## src/rtl/cache_types.sv

```systemverilog
// Shared coherence types: response-bus message format and the response-bus arbiter state encoding.
package cache_types;

  typedef enum logic [1:0] {
    RA_IDLE,
    RA_BCAST,
    RA_HOLD
  } resp_arb_state_t;

  typedef struct packed {
    logic        valid;
    logic [3:0]  msg_type;
    logic [3:0]  source;
    logic [3:0]  destination;
    logic [31:0] addr;
    logic [31:0] data;
  } resp_msg_t;

endpackage

```

## src/rtl/rr_pick.sv

```systemverilog
// Combinational round-robin priority encoder: lowest requester at or after ptr_i, wrapping modulo N.
module rr_pick #(
  parameter  int N  = 4,
  localparam int IW = $clog2(N)
) (
  input  logic [N-1:0]  req_i,
  input  logic [IW-1:0] ptr_i,
  output logic          found_o,
  output logic [IW-1:0] idx_o
);

  logic [2*N-1:0] wide;
  logic [N-1:0]   rot;
  logic [IW:0]    sum;

  // rot[i] is the request of agent (ptr_i + i) mod N.
  assign wide = {req_i, req_i} >> ptr_i;
  assign rot  = wide[N-1:0];

  always_comb begin
    found_o = 1'b0;
    idx_o   = '0;
    sum     = '0;
    for (int i = N - 1; i >= 0; i--) begin
      if (rot[i]) begin
        sum = {1'b0, ptr_i} + (IW+1)'(i);
        if (sum >= (IW+1)'(N)) begin
          sum = sum - (IW+1)'(N);
        end
        found_o = 1'b1;
        idx_o   = sum[IW-1:0];
      end
    end
  end

endmodule

```

## src/rtl/resp_bus_arbiter.sv

```systemverilog
// Coherence response-bus arbiter: round-robin grant, one-cycle broadcast, optional owner hold with timeout.
module resp_bus_arbiter
  import cache_types::*;
#(
  parameter  int NUM_REQ  = 4,
  parameter  int MAX_HOLD = 64,
  localparam int CNT_W    = $clog2(MAX_HOLD + 1),
  localparam int IW       = $clog2(NUM_REQ)
) (
  input  logic                          clk,
  input  logic                          rst,
  input  logic [NUM_REQ-1:0]            req,
  input  resp_msg_t [NUM_REQ-1:0]       tx,
  input  logic [NUM_REQ-1:0]            busy,
  output logic [NUM_REQ-1:0]            gnt,
  output resp_msg_t                     resp_bus_msg,
  output logic [IW-1:0]                 owner,
  output logic                          hold_timeout,
  output resp_arb_state_t               state_dbg
);

  // Handshake: an agent holds req[k] high until it sees gnt[k]; gnt is a one-cycle pulse
  // coincident with resp_bus_msg.valid. busy is only looked at for the current owner.

  resp_arb_state_t  state_q, state_d;
  resp_msg_t        msg_q, msg_d;
  logic [IW-1:0]    owner_q, owner_d;
  logic [IW-1:0]    rr_ptr_q, rr_ptr_d;
  logic [CNT_W-1:0] hold_cnt_q, hold_cnt_d;

  logic [NUM_REQ-1:0] owner_oh;
  logic [NUM_REQ-1:0] pick_req;
  logic               pick_found;
  logic [IW-1:0]      pick_idx;
  logic [IW-1:0]      nxt_ptr;

  assign owner_oh = {{(NUM_REQ-1){1'b0}}, 1'b1} << owner_q;
  // The owner's req is still high while its grant is on the bus, so exclude it from re-arbitration.
  assign pick_req = (state_q == RA_BCAST) ? (req & ~owner_oh) : req;
  assign nxt_ptr  = (pick_idx == IW'(NUM_REQ - 1)) ? '0 : pick_idx + IW'(1);

  rr_pick #(.N(NUM_REQ)) u_rr_pick (
    .req_i   (pick_req),
    .ptr_i   (rr_ptr_q),
    .found_o (pick_found),
    .idx_o   (pick_idx)
  );

  always_comb begin
    state_d            = state_q;
    msg_d              = msg_q;
    owner_d            = owner_q;
    rr_ptr_d           = rr_ptr_q;
    hold_cnt_d         = hold_cnt_q;
    gnt                = '0;
    resp_bus_msg       = msg_q;
    resp_bus_msg.valid = 1'b0;
    hold_timeout       = 1'b0;
    unique case (state_q)
      RA_IDLE: begin
        if (pick_found) begin
          msg_d    = tx[pick_idx];
          owner_d  = pick_idx;
          rr_ptr_d = nxt_ptr;
          state_d  = RA_BCAST;
        end
      end
      RA_BCAST: begin
        gnt                = owner_oh;
        resp_bus_msg.valid = 1'b1;
        if (busy[owner_q]) begin
          hold_cnt_d = '0;
          state_d    = RA_HOLD;
        end else if (pick_found) begin
          msg_d    = tx[pick_idx];
          owner_d  = pick_idx;
          rr_ptr_d = nxt_ptr;
          state_d  = RA_BCAST;
        end else begin
          state_d = RA_IDLE;
        end
      end
      RA_HOLD: begin
        if (!busy[owner_q]) begin
          state_d = RA_IDLE;
        end else if (hold_cnt_q == CNT_W'(MAX_HOLD - 1)) begin
          hold_timeout = 1'b1;
          state_d      = RA_IDLE;
        end else begin
          hold_cnt_d = hold_cnt_q + CNT_W'(1);
        end
      end
      default: state_d = RA_IDLE;
    endcase
  end

  always_ff @(posedge clk) begin
    if (rst) begin
      state_q    <= RA_IDLE;
      msg_q      <= '0;
      owner_q    <= '0;
      rr_ptr_q   <= '0;
      hold_cnt_q <= '0;
    end else begin
      state_q    <= state_d;
      msg_q      <= msg_d;
      owner_q    <= owner_d;
      rr_ptr_q   <= rr_ptr_d;
      hold_cnt_q <= hold_cnt_d;
    end
  end

  assign owner     = owner_q;
  assign state_dbg = state_q;

endmodule

```

## config.mk

```make
export PLATFORM = sky130hd
export DESIGN_NAME = resp_bus_arbiter
export DESIGN_NICKNAME = d
export VERILOG_FILES = /design/src/rtl/cache_types.sv /design/src/rtl/rr_pick.sv /design/src/rtl/resp_bus_arbiter.sv
export SDC_FILE = /design/constraint.sdc
export NUM_CORES = 1
export LEC_CHECK = 0
export CORE_AREA = 2 2 159 161
export CTS_BUF_LIST = sky130_fd_sc_hd__clkbuf_16
export DETAILED_ROUTE_END_ITERATION = 12
export DIE_AREA = 0 0 161 163
export PLACE_DENSITY_LB_ADDON = 0.3
export SLEW_MARGIN = 25
export SYNTH_ARGS = -nofsm -noshare
export SYNTH_HDL_FRONTEND = slang
export SYNTH_SLANG_ARGS = --single-unit
```

## constraint.sdc

```tcl
create_clock -name clk -period 2.63 [get_ports clk]
set_input_delay 0.263 -clock clk [delete_from_list [all_inputs] [get_ports clk]]
set_output_delay 0.263 -clock clk [all_outputs]
set_load 0.02 [all_outputs]
```

Word-level counts from Yosys, hierarchy flattened
Index checks and enable logic that the tools add are counted.
- add/sub/neg operators: 9
- order comparisons: 6
- equality and inequality tests: 10
- shift-type cells: 2
- mux-type cells: 42
- bitwise gates (word level): 2
- reduce and logical (&&, ||, !) cells: 6
- operators with widths (operator ; count):
    2-to-1 mux 77 bit ; 3
    binary-select mux 77 bit (select 2 bit) ; 1
    one-hot mux 77 bit (2 select lines) ; 1
    2-to-1 mux 2 bit ; 17
    2-to-1 mux 7 bit ; 3
    one-hot mux 7 bit (2 select lines) ; 1
    2-to-1 mux 1 bit ; 10
    >= comparator 3 bit, second input constant ; 3
    2-to-1 mux 4 bit ; 2
    != test 2 bit, second input constant ; 4
    one-hot mux 2 bit (2 select lines) ; 2
    right shift 8 x 2 -> 4 bit ; 1
    subtractor 2 x 1 -> 2 bit, second input constant ; 4
    adder 7 x 1 -> 7 bit, second input constant ; 1
    equality test 7 x 6 -> 1 bit, second input constant ; 1
    adder 2 x 2 -> 3 bit, second input constant ; 2
    less-than comparator 2 x 3 -> 1 bit, second input constant ; 2
    one-hot mux 2 bit (3 select lines) ; 1
    AND 4 bit ; 1
    equality test 2 bit, second input constant ; 2
    NOT 4 bit ; 1
    AND reduction 2 bit ; 2
    AND reduction 4 bit ; 1
    nonzero test 2 bit ; 2
    9 further kinds ; 9
- register bits: 90
- bits of input ports: 318
- output and inout port bits: 86
- word-level logic and storage cells: 87

Logic depth before layout (Yosys ltp)
- depth after elaboration: 14
- gate-level depth with buffers: 10
- mapped depth without buffers: 7

Hierarchy
Synthesis repeated with hierarchy kept, for this count alone.
- cell total of the unflattened synthesis: 525
- area, all modules: 5162.5 um2
- by module, submodules not included (module ; times used ; cells an instance ; area an instance (um2) ; seq. area each (um2)):
    resp_bus_arbiter ; 1 ; 510 ; 5084.9 ; 1781.7
    rr_pick ; 1 ; 15 ; 77.6 ; 0.0

Least setup slack after synthesis
OpenSTA, ideal clock, no wires.
- path type: register -> register
- start: reg state_q[0] (netlist: state_dbg[0])
- end: reg rr_ptr_q[0]
- library setup time: 70 ps
- arrival time: 2433 ps
- data required time: 2560 ps
- setup slack: 127 ps
- cell stages (with the launch flop): 10
- buffers on the path: 3
- period minus slack after synthesis: 2503 ps
- cell sequence: dfxtp_1 -> buf_2 -> nand4bb_1 -> a2111oi_1 -> a211oi_2 -> buf_4 -> buf_2 -> ha_1 -> or3_1 -> a21oi_1
- word-level cells in the longest chain between the ends: 12
- elaborated cells on any way between the ends: 21
- classes of those cells: add/sub (1); eq/ne (3); shift (1); mux (13); reduce/logical (3)
- RTL lines (item ; RTL line ; text):
    from (decl) ; resp_bus_arbiter.sv:25 ; resp_arb_state_t state_q, state_d;
    from (signal assigned) ; resp_bus_arbiter.sv:105 ; state_q <= state_d;
    equality test 2 x 1 -> 1 bit (*) ; resp_bus_arbiter.sv:39 ; assign pick_req = (state_q == RA_BCAST) ? (req & ~owner_oh) : req;
    2-to-1 mux 4 bit (*) ; resp_bus_arbiter.sv:39 ;
    right shift 8 x 2 -> 4 bit (*) ; rr_pick.sv:17 ; assign wide = {req_i, req_i} >> ptr_i;
    2-to-1 mux 2 bit (3 in a row) ; rr_pick.sv:25 ; if (rot[i]) begin
    2-to-1 mux 2 bit (*) ; rr_pick.sv:25 ;
    via pick_idx[0] ; resp_bus_arbiter.sv:34 ; logic [IW-1:0] pick_idx;
    adder 2 x 1 -> 2 bit or equality test 2 bit (tied branches) ; resp_bus_arbiter.sv:40 ; assign nxt_ptr = (pick_idx == IW'(NUM_REQ - 1)) ? '0 : pick_idx + IW'(1);
    2-to-1 mux 2 bit (*) ; resp_bus_arbiter.sv:40 ;
    2-to-1 mux 2 bit (*) ; resp_bus_arbiter.sv:61, resp_bus_arbiter.sv:74 ;
    2-to-1 mux 2 bit ; resp_bus_arbiter.sv:71 ; if (busy[owner_q]) begin
    one-hot mux 2 bit (2 select lines) (*) ; resp_bus_arbiter.sv:59 ; unique case (state_q)
    to (signal assigned) ; resp_bus_arbiter.sv:108 ; rr_ptr_q <= rr_ptr_d;
    to (decl) ; resp_bus_arbiter.sv:28 ; logic [IW-1:0] rr_ptr_q, rr_ptr_d;
The timed path passes the listed nets; every way through them passes the cells marked *. The select of a mux whose other input is x is not followed.
A chain may end at the register's enable or synchronous reset.

Final worst setup path
- start: reg state_q[1] (netlist: state_dbg[1])
- end: reg msg_q (netlist bit resp_bus_msg[66])
- word-level cells in the longest chain between the ends: 12
- elaborated cells on any way between the ends: 20
- classes of those cells: eq/ne (2); shift (1); mux (14); reduce/logical (3)
- RTL lines (item ; RTL line ; text):
    equality test 2 x 1 -> 1 bit ; resp_bus_arbiter.sv:39, resp_bus_arbiter.sv:59 ;
    2-to-1 mux 4 bit ; resp_bus_arbiter.sv:39 ;
    right shift 8 x 2 -> 4 bit ; rr_pick.sv:17 ;
    2-to-1 mux 2 bit (4 in a row) ; rr_pick.sv:25 ;
    binary-select mux 77 bit (select 2 bit) ; resp_bus_arbiter.sv:62, resp_bus_arbiter.sv:75 ;
    2-to-1 mux 77 bit (not written as such) ; resp_bus_arbiter.sv:62, resp_bus_arbiter.sv:75 ;
    2-to-1 mux 77 bit ; resp_bus_arbiter.sv:61, resp_bus_arbiter.sv:74 ;
    2-to-1 mux 77 bit ; resp_bus_arbiter.sv:71 ;
    one-hot mux 77 bit (2 select lines) ; resp_bus_arbiter.sv:59 ;
    to (signal assigned) ; resp_bus_arbiter.sv:106 ; msg_q <= msg_d;
    to (decl) ; resp_bus_arbiter.sv:26 ; resp_msg_t msg_q, msg_d;
Parallel ways exist; a longest one is shown, timed or not. The select of a mux whose other input is x is not followed.

==> results.sh <==
export IMPL_report_final_slew_viol_count=0
export IMPL_p_sw_frac=0.3912
export IMPL_cap_violations=0
export IMPL_synth_top_family_by_area="multiplexers"
export IMPL_synth_top_area_frac=0.3108
export IMPL_antenna_cells=0
export IMPL_via_count=5826
export IMPL_grt_first_pass_wirelength_mm=32.75
export IMPL_final_cell_count_no_fill=1251
export IMPL_grt_antenna_before_repair=0
export IMPL_post_drt_wl_per_cell_um=17.60
export IMPL_dp_cells=1235
export IMPL_cellPowerDensity_nw_per_um2=875.6
export IMPL_ys_flop_type="dfxtp_1"
export IMPL_finalCriticalPeriod_ns=2.408
export IMPL_numCtsBuffers=9
export IMPL_crit_path_top_delay_cell="nor4b_4"
export IMPL_finalInstanceArea_um2=10540
export IMPL_overflow=0
export IMPL_worstSetupPathType="reg2reg"
export IMPL_synth_area_mux_share=0.2764
export IMPL_hp_class="in2reg"
export IMPL_leakage_nw=3.925
export IMPL_synth_edf_count=0
export IMPL_status="complete, no violations"
export IMPL_synth_warnings=0
export IMPL_cts_sinks=89
export IMPL_die_y_um=163
export IMPL_ys_async_sr_fraction=0
export IMPL_crit_path_max_fanout=17
export IMPL_synth_xor_area_frac=0.006112
export IMPL_h_tree_depth=3
export IMPL_required_ns=2.85
export IMPL_max_slew_worst_pin_slew_ns=0.5705
export IMPL_hold_viol=0
export IMPL_rsz0062_at_grt="false"
export IMPL_yosys_area_top_type="dfxtp_1"
export IMPL_cts_tree="yes"
export IMPL_yosys_top_cells_count="mux2i_1, dfxtp_1, nand3b_1, o221ai_2, o221ai_1"
export IMPL_synth_most_common_cell="mux2i_1"
export IMPL_antenna_left=0
export IMPL_wl_mm=22.01
export IMPL_start_util=0.2323
export IMPL_dr_first_iter_drc_count=191
export IMPL_internal_power_mw=5.617
export IMPL_skew_ns=0.01011
export IMPL_fillers=2431
export IMPL_fin_nets=1238
export IMPL_worstSkewPairLatency_ns=0.34
export IMPL_finalSetupViolCount=0
export IMPL_pin_count=404
export IMPL_drt_pass1_iterations=4
export IMPL_die_area_um2=26240
export IMPL_path_common_cell="buf_12"
export IMPL_cp_start_kind="flop"
export IMPL_rows=58
export IMPL_post_route_period_util=0.9156
export IMPL_cts_buffer_depth=2
export IMPL_ys_ff_latch=89
export IMPL_synthSimpleGateAreaFrac=0.1449
export IMPL_core_area_um2=24670
export IMPL_slew_headroom=0.6164
export IMPL_combPwrFrac=0.601
export IMPL_synth_seq_area_share=0.3108
export IMPL_cts_root_buf="clkbuf_16"
export IMPL_grt_max_degree=56
export IMPL_postSynthAreaPerCell_um2=10.71
export IMPL_hpwl_mm=16.65
export IMPL_use_met2=0.2817
export IMPL_grt_busiest_layer="met2"
export IMPL_power_frac_clock=0.159
export IMPL_critPathArrivalTime_ns=2.63
export IMPL_synth_area_leaders="dfxtp_1, mux2i_1, o221ai_2"
export IMPL_die_w_um=161
export IMPL_drive_above_1_share=0.1010
export IMPL_setup_tns_ns=0
export IMPL_postPlaceCellArea_um2=10160
export IMPL_track_usage=0.1575
export IMPL_finalHoldWorstSlack_ns=0.4613
export IMPL_drcViolationCount=0
export IMPL_syn_area_um2=5732
export IMPL_syn_inst=535
export IMPL_p_sw_mw=3.609
export IMPL_slowest_delay_ns=0.43
export IMPL_synth_compound_area_frac=0.1986
export IMPL_fmax_mhz=415.3
export IMPL_grt_pass1_vias=6028
export IMPL_vdd_ir_drop_worst_mv=0.3348
export IMPL_end_kind="flop"
export IMPL_ys_types=48
export IMPL_syn_num_nets=855
export IMPL_pwr_share_seq=0.239
export IMPL_grt_use_met1=0.1803
export IMPL_synth_adder_area_share=0.004366
export IMPL_routed_via_density=4.657
export IMPL_use_met3=0.04787
export IMPL_io_buffers=399
export IMPL_cts_clk_slew_worst_paths_ns=0.07
export IMPL_place_congestion=0.7683
export IMPL_syn2layout_area_growth_pct=83.83
export IMPL_cp_cell_sequence="nor4b_4 > o211ai_1 > a211oi_4 > buf_12 > buf_12 > buf_12 > mux2i_1 > o221ai_2"
[critical path, delay by kind of cell, from the launching register on]
kind | cells | cell delay (ns)
mux | 1 | 0.31
simple gates | 1 | 0.43
buf+inv | 3 | 0.53
compound gates | 3 | 0.59
flops | 1 | 0.41
[cell usage in the layout, fill, tap and decap left out, drive strengths merged, types with 3 or more instances in the layout]
| master | instances |
|---|---|
| a211oi | 5 |
| o221ai | 76 |
| xnor2 | 4 |
| dfxtp | 89 |
| nand3b | 78 |
| inv | 9 |
| buf | 27 |
| clkbuf | 10 |
| nor2 | 13 |
| clkdlybuf4s50 | 397 |
| nand2 | 6 |
| bufinv | 3 |
| mux2i | 156 |
| nand2b | 3 |
| a2bb2oi | 3 |
| nand3 | 3 |
| a21oi | 3 |
[flip-flops by register name, summed over array words and instances, names as in the netlist]
signal	count
resp_bus_msg	76
hold_cnt_q	7
owner	2
rr_ptr_q	2
state_dbg	2
[routing by layer]
metal,wire length [um],part of all wire
met1,8924,0.41
met2,10970,0.50
met3,1754,0.080
met4,365,0.017
met5,0,0
[kinds of logic (layout without fill, tap and decap cells)]
family                     after synthesis  in the layout
DFF                                     89             89
and+or+nand+nor                        117            117
xor gates and xnor gates                 4              4
buffers and inverters                   62            448
muxes                                  157            157
adders and majority gates                2              2
AOI/OAI and AO/OA                      104            104
[per-stage QoR]
step	utilization	power (mW)	worst slack, ns
floorplan	-	5.396	0.1266
global placement	0.4120	7.715	0.05689
detailed placement	0.4120	7.726	0.04626
CTS	0.4251	9.253	0.02017
global route	0.4270	9.753	0.07533
finish	0.4270	9.225	0.2219
[what timing repair did]
action | 4_1_cts | 5_1_grt
resized for setup | 1 | 4
gates cloned | 0 | 1
buffers inserted | 0 | 1
pin swaps | 0 | 1
hold buffers | 0 | 0
setup endpoints to repair | 1 | 9
[cell type report]
type,count,area (um2),area share
multi-input cells,384,3647,0.3462
clock inverters,5,97.59,0.009263
repair buffers,426,4340,0.4119
well taps,330,412.9,0.03919
clock buffers,9,225.2,0.02138
flip-flops and latches,89,1783,0.1692
inverters,8,30.03,0.002850
[power groups by stage]
stage,Sequential (mW),Clock [mW],Combinational [mW]
after floorplan,2.81,0,2.58
after global routing,2.28,1.57,5.90
after detailed placement,2.22,0,5.51
final,2.21,1.47,5.55
after global placement,2.21,0,5.51
after CTS,2.21,1.52,5.52
[path summary, 6_finish.rpt]
path                 from                to  slack [ns]  cells after the start
max          state_dbg[1]  resp_bus_msg[66]        0.22                      8
min                   rst      state_dbg[0]        0.46                      3
max reg2reg  state_dbg[1]  resp_bus_msg[66]        0.22                      8
min reg2reg   rr_ptr_q[0]       rr_ptr_q[0]        0.50                      2
(Power assumes the default switching activity.)
